==> src/rtl/alu_arb_pkg.sv <==
`default_nettype none
// +-----------------------------------------------------------------------+
// | Module  : alu_arb_pkg                                                  |
// | Purpose : Shared types and helpers for the ALU request arbiter.        |
// | Rev     : 1.0  initial release                                         |
// +-----------------------------------------------------------------------+
package alu_arb_pkg;

   localparam int FLAG_W     = 6;
   localparam int DEF_DATA_W = 8;
   localparam int DEF_CMD_W  = 4;

   typedef enum logic [1:0] {
      IDLE = 2'd0,
      BUSY = 2'd1,
      RESP = 2'd2
   } arb_state_e;

   typedef struct packed {
      logic err;
      logic oflow;
      logic cout;
      logic g;
      logic l;
      logic e;
   } alu_flags_t;

   // Request bundle as seen at the default operand/command widths.
   typedef struct packed {
      logic                  mode;
      logic                  cin;
      logic [DEF_CMD_W-1:0]  cmd;
      logic [1:0]            inp_valid;
      logic [DEF_DATA_W-1:0] opa;
      logic [DEF_DATA_W-1:0] opb;
   } alu_req_t;

   // Round-robin position 'step' places after 'base', wrapped into 0..n-1.
   function automatic int rr_wrap(input int base, input int step, input int n);
      return (base + step) % n;
   endfunction

endpackage
`default_nettype wire

==> src/rtl/alu_req_arbiter_if.sv <==
`default_nettype none
// +-----------------------------------------------------------------------+
// | Module  : alu_req_arbiter_if                                           |
// | Purpose : Requester, ALU and response bundle of the ALU arbiter.       |
// | Rev     : 1.0  initial release                                         |
// +-----------------------------------------------------------------------+
interface alu_req_arbiter_if #(
   parameter int N_REQ        = 4,
   parameter int DATA_WIDTH   = 8,
   parameter int CMD_WIDTH    = 4,
   parameter int RESULT_WIDTH = 2*DATA_WIDTH
);
   localparam int IDX_W = $clog2(N_REQ);

   logic [N_REQ-1:0]            req_valid;
   logic [N_REQ-1:0]            req_ready;
   logic [N_REQ-1:0]            req_mode;
   logic [N_REQ-1:0]            req_cin;
   logic [N_REQ*CMD_WIDTH-1:0]  req_cmd;
   logic [N_REQ*2-1:0]          req_inp_valid;
   logic [N_REQ*DATA_WIDTH-1:0] req_opa;
   logic [N_REQ*DATA_WIDTH-1:0] req_opb;

   logic                        alu_ce;
   logic                        alu_mode;
   logic                        alu_cin;
   logic [CMD_WIDTH-1:0]        alu_cmd;
   logic [1:0]                  alu_inp_valid;
   logic [DATA_WIDTH-1:0]       alu_opa;
   logic [DATA_WIDTH-1:0]       alu_opb;
   logic [RESULT_WIDTH-1:0]     alu_res;
   logic [5:0]                  alu_flags;

   logic                        rsp_valid;
   logic                        rsp_ready;
   logic [IDX_W-1:0]            rsp_id;
   logic [RESULT_WIDTH-1:0]     rsp_res;
   logic [5:0]                  rsp_flags;

   // Arbiter side.
   modport slave (
      input  req_valid, req_mode, req_cin, req_cmd, req_inp_valid, req_opa, req_opb,
      output req_ready,
      output alu_ce, alu_mode, alu_cin, alu_cmd, alu_inp_valid, alu_opa, alu_opb,
      input  alu_res, alu_flags,
      output rsp_valid, rsp_id, rsp_res, rsp_flags,
      input  rsp_ready
   );

   // Requesters, ALU and response consumer side.
   modport master (
      output req_valid, req_mode, req_cin, req_cmd, req_inp_valid, req_opa, req_opb,
      input  req_ready,
      input  alu_ce, alu_mode, alu_cin, alu_cmd, alu_inp_valid, alu_opa, alu_opb,
      output alu_res, alu_flags,
      input  rsp_valid, rsp_id, rsp_res, rsp_flags,
      output rsp_ready
   );
endinterface
`default_nettype wire

==> src/rtl/alu_rr_arbiter.sv <==
`default_nettype none
// +-----------------------------------------------------------------------+
// | Module  : alu_rr_arbiter                                               |
// | Purpose : Combinational round-robin pick, searching upward from ptr+1. |
// | Rev     : 1.0  initial release                                         |
// +-----------------------------------------------------------------------+
module alu_rr_arbiter
   import alu_arb_pkg::*;
#(
   parameter int N_REQ = 4,
   parameter int IDX_W = $clog2(N_REQ)
) (
   input  wire logic [N_REQ-1:0] req_i,
   input  wire logic [IDX_W-1:0] ptr_i,
   output logic      [N_REQ-1:0] grant_o,
   output logic      [IDX_W-1:0] idx_o,
   output logic                  any_o
);

   // First requester after the pointer wins; the pointer itself is checked last.
   always_comb begin
      logic             found;
      logic [IDX_W-1:0] cand;
      found   = 1'b0;
      cand    = '0;
      grant_o = '0;
      idx_o   = '0;
      for (int k = 1; k <= N_REQ; k++) begin
         cand = IDX_W'(rr_wrap(int'(ptr_i), k, N_REQ));
         if (!found && req_i[cand]) begin
            found          = 1'b1;
            grant_o[cand]  = 1'b1;
            idx_o          = cand;
         end
      end
      any_o = found;
   end

endmodule
`default_nettype wire

==> src/rtl/alu_req_arbiter.sv <==
`default_nettype none
// +-----------------------------------------------------------------------+
// | Module  : alu_req_arbiter                                              |
// | Purpose : Shares one ALU between N_REQ requesters, one op at a time,   |
// |           returning result/flags over a valid/ready response.          |
// | Rev     : 1.0  initial release                                         |
// +-----------------------------------------------------------------------+
module alu_req_arbiter
   import alu_arb_pkg::*;
#(
   parameter int N_REQ        = 4,
   parameter int DATA_WIDTH   = 8,
   parameter int CMD_WIDTH    = 4,
   parameter int RESULT_WIDTH = 2*DATA_WIDTH,
   parameter int ALU_LATENCY  = 1
) (
   input wire logic        clk,
   input wire logic        rst,
   alu_req_arbiter_if.slave bus
);

   localparam int IDX_W = $clog2(N_REQ);
   localparam int CNT_W = 3;

   arb_state_e              state_q;
   logic [IDX_W-1:0]        ptr_q;
   logic [IDX_W-1:0]        id_q;
   logic [CNT_W-1:0]        cnt_q;

   logic                    alu_ce_q;
   logic                    mode_q;
   logic                    cin_q;
   logic [CMD_WIDTH-1:0]    cmd_q;
   logic [1:0]              inpv_q;
   logic [DATA_WIDTH-1:0]   opa_q;
   logic [DATA_WIDTH-1:0]   opb_q;

   logic                    rsp_valid_q;
   logic [IDX_W-1:0]        rsp_id_q;
   logic [RESULT_WIDTH-1:0] rsp_res_q;
   alu_flags_t              rsp_flags_q;

   logic [N_REQ-1:0]        grant_w;
   logic [IDX_W-1:0]        gidx_w;
   logic                    gany_w;

   alu_rr_arbiter #(
      .N_REQ (N_REQ),
      .IDX_W (IDX_W)
   ) u_rr (
      .req_i   (bus.req_valid),
      .ptr_i   (ptr_q),
      .grant_o (grant_w),
      .idx_o   (gidx_w),
      .any_o   (gany_w)
   );

   // Grant is only offered while idle and out of reset.
   assign bus.req_ready = (state_q == IDLE && !rst) ? grant_w : '0;

   assign bus.alu_ce        = alu_ce_q;
   assign bus.alu_mode      = mode_q;
   assign bus.alu_cin       = cin_q;
   assign bus.alu_cmd       = cmd_q;
   assign bus.alu_inp_valid = inpv_q;
   assign bus.alu_opa       = opa_q;
   assign bus.alu_opb       = opb_q;

   assign bus.rsp_valid = rsp_valid_q;
   assign bus.rsp_id    = rsp_id_q;
   assign bus.rsp_res   = rsp_res_q;
   assign bus.rsp_flags = rsp_flags_q;

   // Grant / hold operands for the ALU latency / return the captured response.
   always_ff @(posedge clk) begin
      if (rst) begin
         state_q     <= IDLE;
         ptr_q       <= IDX_W'(N_REQ - 1);
         id_q        <= '0;
         cnt_q       <= '0;
         alu_ce_q    <= 1'b0;
         mode_q      <= 1'b0;
         cin_q       <= 1'b0;
         cmd_q       <= '0;
         inpv_q      <= '0;
         opa_q       <= '0;
         opb_q       <= '0;
         rsp_valid_q <= 1'b0;
         rsp_id_q    <= '0;
         rsp_res_q   <= '0;
         rsp_flags_q <= '0;
      end else begin
         case (state_q)
            IDLE: begin
               if (gany_w) begin
                  mode_q   <= bus.req_mode[gidx_w];
                  cin_q    <= bus.req_cin[gidx_w];
                  cmd_q    <= CMD_WIDTH'(bus.req_cmd >> (gidx_w * CMD_WIDTH));
                  inpv_q   <= 2'(bus.req_inp_valid >> (gidx_w * 2));
                  opa_q    <= DATA_WIDTH'(bus.req_opa >> (gidx_w * DATA_WIDTH));
                  opb_q    <= DATA_WIDTH'(bus.req_opb >> (gidx_w * DATA_WIDTH));
                  ptr_q    <= gidx_w;
                  id_q     <= gidx_w;
                  cnt_q    <= CNT_W'(ALU_LATENCY);
                  alu_ce_q <= 1'b1;
                  state_q  <= BUSY;
               end
            end
            BUSY: begin
               if (cnt_q == '0) begin
                  rsp_res_q   <= bus.alu_res;
                  rsp_flags_q <= alu_flags_t'(bus.alu_flags);
                  rsp_id_q    <= id_q;
                  rsp_valid_q <= 1'b1;
                  alu_ce_q    <= 1'b0;
                  state_q     <= RESP;
               end else begin
                  cnt_q <= cnt_q - 1'b1;
               end
            end
            RESP: begin
               if (bus.rsp_ready) begin
                  rsp_valid_q <= 1'b0;
                  state_q     <= IDLE;
               end
            end
            default: state_q <= IDLE;
         endcase
      end
   end

endmodule
`default_nettype wire

==> src/flat_wrapper.sv <==
// flat-port wrapper written by rule: the top's interface ports become plain ports
module alu_req_arbiter_flat import alu_arb_pkg::*;
#(
   parameter int N_REQ        = 4,
   parameter int DATA_WIDTH   = 8,
   parameter int CMD_WIDTH    = 4,
   parameter int RESULT_WIDTH = 2*DATA_WIDTH,
   parameter int ALU_LATENCY  = 1
)
  (clk, rst, bus_req_valid, bus_req_mode, bus_req_cin, bus_req_cmd, bus_req_inp_valid, bus_req_opa, bus_req_opb, bus_req_ready, bus_alu_ce, bus_alu_mode, bus_alu_cin, bus_alu_cmd, bus_alu_inp_valid, bus_alu_opa, bus_alu_opb, bus_alu_res, bus_alu_flags, bus_rsp_valid, bus_rsp_id, bus_rsp_res, bus_rsp_flags, bus_rsp_ready);
  alu_req_arbiter_if #(.N_REQ(N_REQ), .DATA_WIDTH(DATA_WIDTH), .CMD_WIDTH(CMD_WIDTH), .RESULT_WIDTH(RESULT_WIDTH)) bus_i ();
  input wire logic clk;
  input wire logic rst;
  input wire logic [$bits(bus_i.req_valid)-1:0] bus_req_valid;
  input wire logic [$bits(bus_i.req_mode)-1:0] bus_req_mode;
  input wire logic [$bits(bus_i.req_cin)-1:0] bus_req_cin;
  input wire logic [$bits(bus_i.req_cmd)-1:0] bus_req_cmd;
  input wire logic [$bits(bus_i.req_inp_valid)-1:0] bus_req_inp_valid;
  input wire logic [$bits(bus_i.req_opa)-1:0] bus_req_opa;
  input wire logic [$bits(bus_i.req_opb)-1:0] bus_req_opb;
  output wire logic [$bits(bus_i.req_ready)-1:0] bus_req_ready;
  output wire logic [$bits(bus_i.alu_ce)-1:0] bus_alu_ce;
  output wire logic [$bits(bus_i.alu_mode)-1:0] bus_alu_mode;
  output wire logic [$bits(bus_i.alu_cin)-1:0] bus_alu_cin;
  output wire logic [$bits(bus_i.alu_cmd)-1:0] bus_alu_cmd;
  output wire logic [$bits(bus_i.alu_inp_valid)-1:0] bus_alu_inp_valid;
  output wire logic [$bits(bus_i.alu_opa)-1:0] bus_alu_opa;
  output wire logic [$bits(bus_i.alu_opb)-1:0] bus_alu_opb;
  input wire logic [$bits(bus_i.alu_res)-1:0] bus_alu_res;
  input wire logic [$bits(bus_i.alu_flags)-1:0] bus_alu_flags;
  output wire logic [$bits(bus_i.rsp_valid)-1:0] bus_rsp_valid;
  output wire logic [$bits(bus_i.rsp_id)-1:0] bus_rsp_id;
  output wire logic [$bits(bus_i.rsp_res)-1:0] bus_rsp_res;
  output wire logic [$bits(bus_i.rsp_flags)-1:0] bus_rsp_flags;
  input wire logic [$bits(bus_i.rsp_ready)-1:0] bus_rsp_ready;
  assign bus_i.req_valid = bus_req_valid;
  assign bus_i.req_mode = bus_req_mode;
  assign bus_i.req_cin = bus_req_cin;
  assign bus_i.req_cmd = bus_req_cmd;
  assign bus_i.req_inp_valid = bus_req_inp_valid;
  assign bus_i.req_opa = bus_req_opa;
  assign bus_i.req_opb = bus_req_opb;
  assign bus_req_ready = bus_i.req_ready;
  assign bus_alu_ce = bus_i.alu_ce;
  assign bus_alu_mode = bus_i.alu_mode;
  assign bus_alu_cin = bus_i.alu_cin;
  assign bus_alu_cmd = bus_i.alu_cmd;
  assign bus_alu_inp_valid = bus_i.alu_inp_valid;
  assign bus_alu_opa = bus_i.alu_opa;
  assign bus_alu_opb = bus_i.alu_opb;
  assign bus_i.alu_res = bus_alu_res;
  assign bus_i.alu_flags = bus_alu_flags;
  assign bus_rsp_valid = bus_i.rsp_valid;
  assign bus_rsp_id = bus_i.rsp_id;
  assign bus_rsp_res = bus_i.rsp_res;
  assign bus_rsp_flags = bus_i.rsp_flags;
  assign bus_i.rsp_ready = bus_rsp_ready;
  alu_req_arbiter #(.N_REQ(N_REQ), .DATA_WIDTH(DATA_WIDTH), .CMD_WIDTH(CMD_WIDTH), .RESULT_WIDTH(RESULT_WIDTH), .ALU_LATENCY(ALU_LATENCY)) u_core (.clk(clk), .rst(rst), .bus(bus_i));
endmodule
==> config.mk <==
export PLATFORM = sky130hd
export DESIGN_NAME = alu_req_arbiter_flat
export DESIGN_NICKNAME = d
export VERILOG_FILES = /design/src/rtl/alu_arb_pkg.sv /design/src/rtl/alu_req_arbiter_if.sv /design/src/rtl/alu_rr_arbiter.sv /design/src/rtl/alu_req_arbiter.sv /design/src/flat_wrapper.sv
export SDC_FILE = /design/constraint.sdc
export NUM_CORES = 1
export LEC_CHECK = 0
export CAP_MARGIN = 5
export CORE_MARGIN = 8
export CORE_UTILIZATION = 25
export CTS_CLUSTER_DIAMETER = 200
export DETAILED_ROUTE_END_ITERATION = 8
export HOLD_SLACK_MARGIN = 0.02
export SYNTH_ARGS = -nofsm -noshare
export SYNTH_HDL_FRONTEND = slang
export SYNTH_SLANG_ARGS = --single-unit
==> constraint.sdc <==
create_clock -name clk -period 5.4 [get_ports clk]
set_input_delay 0.81 -clock clk [delete_from_list [all_inputs] [get_ports clk]]
set_output_delay 0.81 -clock clk [all_outputs]
set_load 0.02 [all_outputs]
# After elaboration in Yosys (flattened, before gate mapping)
# Cells that the tools add are included.
# word_totals
out_inout_bits	54
register_bits	59
# classes
shift	4
magnitude_cmp	9
n_reduce_logical	22
addsub	5
bitwise_logic	3
mux	46
eq_ne	6
# ops
op	count
>> shifter 32 x 5 -> 8 bit	2
2-to-1 mux 4 bit	5
2-to-1 mux 1 bit	18
>> shifter 16 x 4 -> 4 bit	1
< comparator 2 x 3 -> 1 bit (second input constant)	5
2-to-1 mux 2 bit	7
binary-select mux 1 bit (select 2 bit)	6
bitwise OR 4 bit	3
AND reduction 3 bit	4
demux 1 bit (select 2 bit)	4
greater-or-equal comparator 2 x 1 -> 1 bit (second input constant)	4
logical AND 1 bit	8
>> shifter 8 x 3 -> 2 bit	1
2-to-1 mux 3 bit	2
case mux 2 bit (3 select lines)	1
case mux 3 bit (2 select lines)	1
adder 2 x 1 -> 2 bit (second input constant)	2
adder 2 bit (second input constant)	2
logical NOT 1 bit	4
inequality test 2 x 1 -> 1 bit (second input constant)	2
inequality test 2 bit (second input constant)	2
case mux 1 bit (2 select lines)	2
AND reduction 2 bit	2
nonzero test 2 bit	2
other kinds (5)	5

# Logic depth before layout (Yosys ltp)
# depth
word_depth	15
depth_mapped	13
mapped_depth_nobuf	9

# Cells and area by module
# From an unflattened synthesis, not the netlist that was laid out.
# unflattened
cells_unflattened	336
area_unflattened_um2	3338.2
# modules_own_cells
module	area_each_um2	instances	cells_per_inst
alu_req_arbiter	2708.8	1	250
alu_rr_arbiter	629.4	1	86

# Worst setup path before layout
# OpenSTA, ideal clock, no wires.
# synth_path
kind	reg-to-output
from	register u_core.ptr_q[1]
to	output bus_req_ready[0]
setup_slack_ns	2.124
stages_incl_launch_ff	11
arrival_ns	2.466
path_cell_list	dfxtp_1 > clkbuf_1 > inv_1 > ha_1 > buf_2 > mux4_2 > buf_2 > nor2_1 > o21a_1 > a221oi_1 > nor2_1
# synth_via
elab_chain_cells	14
word_cells_on_any_way	49
classes_between	add/sub: 4; order compare: 8; mux: 24; bitwise: 3; reduce/logical: 10
# synth_rtl
element	line	text
from (decl)	alu_req_arbiter.sv:26	logic [IDX_W-1:0] ptr_q;
from (signal assigned)	alu_req_arbiter.sv:78	ptr_q <= IDX_W'(N_REQ - 1);
from (signal assigned)	alu_req_arbiter.sv:102	ptr_q <= gidx_w;
parallel branches: the longest is 12 deep, another holds < comparator 2 x 3 -> 1 bit	-	
2-to-1 mux 4 bit *	alu_rr_arbiter.sv:30	if (!found && req_i[cand]) begin
2-to-1 mux 4 bit *	alu_req_arbiter.sv:59	assign bus.req_ready = (state_q == IDLE && !rst) ? grant_w : '0;
to (decl)	flat_wrapper.sv:21	output wire logic [$bits(bus_i.req_ready)-1:0] bus_req_ready;
# Mark *: on every way between the ends. The select of a mux whose other input is x is not followed.

# Final worst setup path
# layout_path
from	register u_core.ptr_q[0]
to	output bus_req_ready[0]
# Same word-level chain as after synthesis.

==> flow_results.org <==
** Run status
- The flow ran to the end, and the final reports show no timing, DRC or antenna violations.

** Synth
- Synthesis handed over a netlist of between 300 and 400 instances.
- Avg Synthesized Cell Area :: 8.73 sq um
- Netlist cell types :: 53
- The cell area that synthesis handed to floorplanning was between 3000 and 4000 sq um.
- During synthesis, Yosys emitted a total of 0 warnings.
- Synth Register Bits :: 59
- For this run, the register share of the synthesized area comes to between 30% and 40%.
- The number of nets handed over by synthesis was between 500 and 600.

** Final layout
- At the end of the flow the core is filled with cells to around two fifths.
- The final layout contains about 700 nets.
- The area growth from synthesis to layout is 62.3%.
- The number of antenna diodes in the final layout is 0.
- Layout cells sized above 1 :: a little over an eighth

** Drt
- Vias per Instance :: about 4.7
- Count of routing violations after the opening detailed-route iteration :: 103
- First-pass iteration count of the detailed router :: 4
- Length of routed met3 wiring :: about 1.3 mm
- Met2 Routed Length :: between 5 and 6 mm
- Via total after detailed routing :: around 3500
- Dividing the detail-routed wire length by the instance count gives ~15 um.
- In this run the remaining antenna-violating nets after routing total 0.
- Highest routed layer :: met4
- DRC viols :: 0
- For this block, the routed nets add up to roughly 11 mm of wire.
- For this block, wires on met1 add up to about 4.6 mm.

** Timing
- Hold timing on the final database bottoms out at a slack of 0.452 ns.
- Setup repair after global routing left no endpoint under its margin.
- Summed negative setup slack over all endpoints :: 0 ns
- Between clock sinks in the finished design, the worst skew comes to 0.00717 ns.
- At the pin with the least slew margin, the transition time is around 1.1 ns.
- Peak clock frequency supported by timing :: around 220 MHz
- Minimum clock period after layout :: 4.49 ns
- Measured against its own limit, the worst slew margin works out to 27.0%.
- Final setup vio count :: 0
- Share of the clock period used by the worst path after layout :: approximately 83%
- The count of endpoints failing hold in the final timing report was 0.
- Number of pins exceeding their max-slew limit in the final report :: 0
- The worst path meets setup with approximately 0.9 ns of slack.

** Floorplan
- ~180 I/O pins were placed.
- In this run the horizontal extent of the chip is around 130 um.
- From bottom edge to top edge, the die measures approximately 130 um.
- The initial utilization of the core area, before any placement, comes to about 25%.
- Cell row count :: 43
- The total area inside the core boundary comes to 13700 sq um.
- The floorplan step defined a die boundary enclosing between 15000 and 20000 sq um.

** Worst hold path
- Class of the tightest hold or removal check :: reg2reg

** GRT
- Global routing used about 12% of the available tracks across all layers.
- The via count of the first global-routing pass came to about 3700.
- Remaining global-route overflow :: 0
- Largest net degree at the start of global routing :: 48
- The first global-routing pass estimated approximately 18 mm of wire.
- Initial antenna violation count :: 0

** Clock network
- The tree is rooted in a sky130_fd_sc_hd__clkbuf_16.
- In this run the deepest clock path goes through 2 buffers.
- Hold repair after CTS inserted 0 buffers.
- Number of buffers created by CTS :: 9
- Clock tree synthesis found a total of 59 sinks.
- Count of H-tree levels built during CTS :: 3
- PostCTS Resize Cnt :: 0
- Clock tree from TritonCTS :: yes
- Post-CTS setup-driven buffer insertion count :: 0
- After clock tree synthesis, the clock-pin slew on the worst setup and hold paths is 0.05 ns.
- For the worst-skew pair, the clock arrives at the later sink with an insertion delay of about 0.33 ns.

** Placed design
- Pre-CTS WS :: 1.16 ns
- At the end of routability-driven placement, the weighted congestion stood at ~0.8.
- Detailed-placement wirelength estimate :: between 8 and 9 mm
- Port buffering added about 180 buffers.

** Flow run
- Maximum Capacitance Violations :: 0

** Critical path
- CP max-delay cell :: sky130_fd_sc_hd__dfxtp_1
- By startpoint and endpoint, the worst setup path is classified as reg2out.
- Element type at the critical path end :: output port
- Critical Path Most Common Cell :: sky130_fd_sc_hd__nor2_1
- Cell family with most CP delay :: flip-flops
- Traced cell by cell, the critical path runs through inv_2 -> ha_1 -> mux4_2 -> nor2_1 -> o21a_1 -> a221oi_1 -> nor2_1 -> clkdlybuf4s50_1.
- Required arrival time at the worst endpoint :: approximately 4.6 ns
- On the worst path, the slowest cell contributes a delay of about 0.91 ns.
- Along the worst path, the maximum fanout reaches 20.
- Worst-case register-to-register setup slack :: roughly 1.4 ns
- The worst setup path is launched from a register.
- Crit path buffers/inverters :: 2
- Data on the critical path arrives at its endpoint at ~3.7 ns.

** Power
- Power spread over the standard cell area amounts to roughly 470 nW/um^2.
- Worst-case vdd ir drop :: between 0.00015 and 0.0002 V
- Total power of the final layout :: about 2700 uW
- The analysis attributes to cell leakage a power of between 0.002 and 0.0025 uW.
==> report_power, final <==
part / internal (uW) / switching, uW
Clock: 394 / 194
Combinational: 695 / 747
Sequential: 543 / 91.4
==> tightest hold or removal path: stages, from the launching register on <==
cell and delay (ns):
sky130_fd_sc_hd__dfxtp_1 0.30, sky130_fd_sc_hd__nand2_1 0.05, sky130_fd_sc_hd__a21oi_1 0.05
==> metrics by stage <==
stage | instance area, sq um | cells
after floorplan | 3470 | 398
after global placement | 5320 | 730
after detailed placement | 5320 | 730
after CTS | 5640 | 746
after global routing | 5640 | 746
final | 5640 | 746
==> synthesized netlist by cell type, drive strengths merged <==
cell type / instances / area share (%)
a211oi: 2 / 0.58
a21o: 1 / 0.22
a21oi: 30 / 4.3
a221o: 2 / 0.58
a221oi: 4 / 1.0
a22o: 2 / 0.50
a22oi: 4 / 0.86
a311oi: 1 / 0.25
a31o: 1 / 0.25
a31oi: 2 / 0.54
a32o: 1 / 0.29
and2: 1 / 0.18
and3: 1 / 0.18
buf: 15 / 3.9
clkbuf: 14 / 1.5
clkinv: 1 / 0.11
dfxtp: 59 / 34
ha: 10 / 3.6
inv: 6 / 0.65
mux2: 25 / 8.1
mux2i: 29 / 8.8
mux4: 2 / 1.3
nand2: 103 / 11
nand2b: 5 / 0.90
nand3b: 2 / 0.43
nor2: 24 / 2.6
nor2b: 3 / 0.54
nor3: 5 / 0.72
nor4: 1 / 0.18
o2111ai: 1 / 0.25
o211ai: 24 / 7.8
o21a: 1 / 0.22
o21ai: 5 / 0.83
o21ba: 1 / 0.29
o21bai: 2 / 0.43
o221ai: 2 / 0.50
o311ai: 1 / 0.25
o32a: 1 / 0.29
or3: 1 / 0.18
or3b: 1 / 0.25
or4: 1 / 0.22
xor2: 1 / 0.25
==> layout by cell type, fill, tap and decap left out, types with 6 or more instances in the layout <==
cell type                         count
sky130_fd_sc_hd__clkbuf_16            9
sky130_fd_sc_hd__o211ai_1             6
sky130_fd_sc_hd__ha_1                10
sky130_fd_sc_hd__mux2i_1             27
sky130_fd_sc_hd__o211ai_2            18
sky130_fd_sc_hd__nand2_1            102
sky130_fd_sc_hd__clkdlybuf4s50_1    178
sky130_fd_sc_hd__a21oi_1             30
sky130_fd_sc_hd__dfxtp_1             59
sky130_fd_sc_hd__mux2_2              25
sky130_fd_sc_hd__nor2_1              22
==> final timing paths <==
path / start / end / cells after the start
setup / recovery: u_core.ptr_q[0] / bus_req_ready[0] / 8
hold / removal: u_core.bus.rsp_res[6] / u_core.bus.rsp_res[6] / 2
setup reg to reg: u_core.ptr_q[0] / u_core.bus.alu_opa[4] / 10
hold reg to reg: u_core.bus.rsp_res[6] / u_core.bus.rsp_res[6] / 2
==> logic make-up (layout without fill, tap and decap cells) <==
logic type | after synthesis | in the layout | share of synthesized area (%)
buffers and inverters | 36 | 204 | 6.12
AND/OR/NAND/NOR | 148 | 148 | 17.6
AO/OA/AOI/OAI | 88 | 88 | 20.2
multiplexers | 56 | 56 | 18.2
flip-flops | 59 | 59 | 34.0
adder cells (fa/ha/maj) | 10 | 10 | 3.60
XOR/XNOR | 1 | 1 | 0.252
==> per-layer routing <==
layer / up-vias / global-route usage, %
met5: - / 0
met4: 0 / 4.99
met3: 19 / 6.54
met2: 157 / 20.7
met1: 1583 / 12.9
li1: 1734 / -
==> cell type report <==
| class | instances | area [sq um] |
|---|---|---|
| clock inverters | 3 | 45.0 |
| multi-input cells | 303 | 2090 |
| fillers | 1349 | 8080 |
| inverters | 7 | 26.3 |
| flip-flops and latches | 59 | 1180 |
| repair buffers | 181 | 1800 |
| clock buffers | 13 | 270 |
| well taps | 180 | 225 |
==> state kept, by name (all words and copies together) (netlist names) <==
register,cells
u_core.bus.rsp_res,16
u_core.bus.alu_opa,8
u_core.bus.alu_opb,8
u_core.bus.rsp_flags,6
u_core.bus.alu_cmd,4
u_core.cnt_q,3
u_core.bus.alu_inp_valid,2
u_core.bus.rsp_id,2
u_core.id_q,2
u_core.ptr_q,2
u_core.state_q,2
u_core.bus.alu_ce,1
u_core.bus.alu_cin,1
u_core.bus.alu_mode,1
u_core.bus.rsp_valid,1
Power figures use the tool's default switching activity.
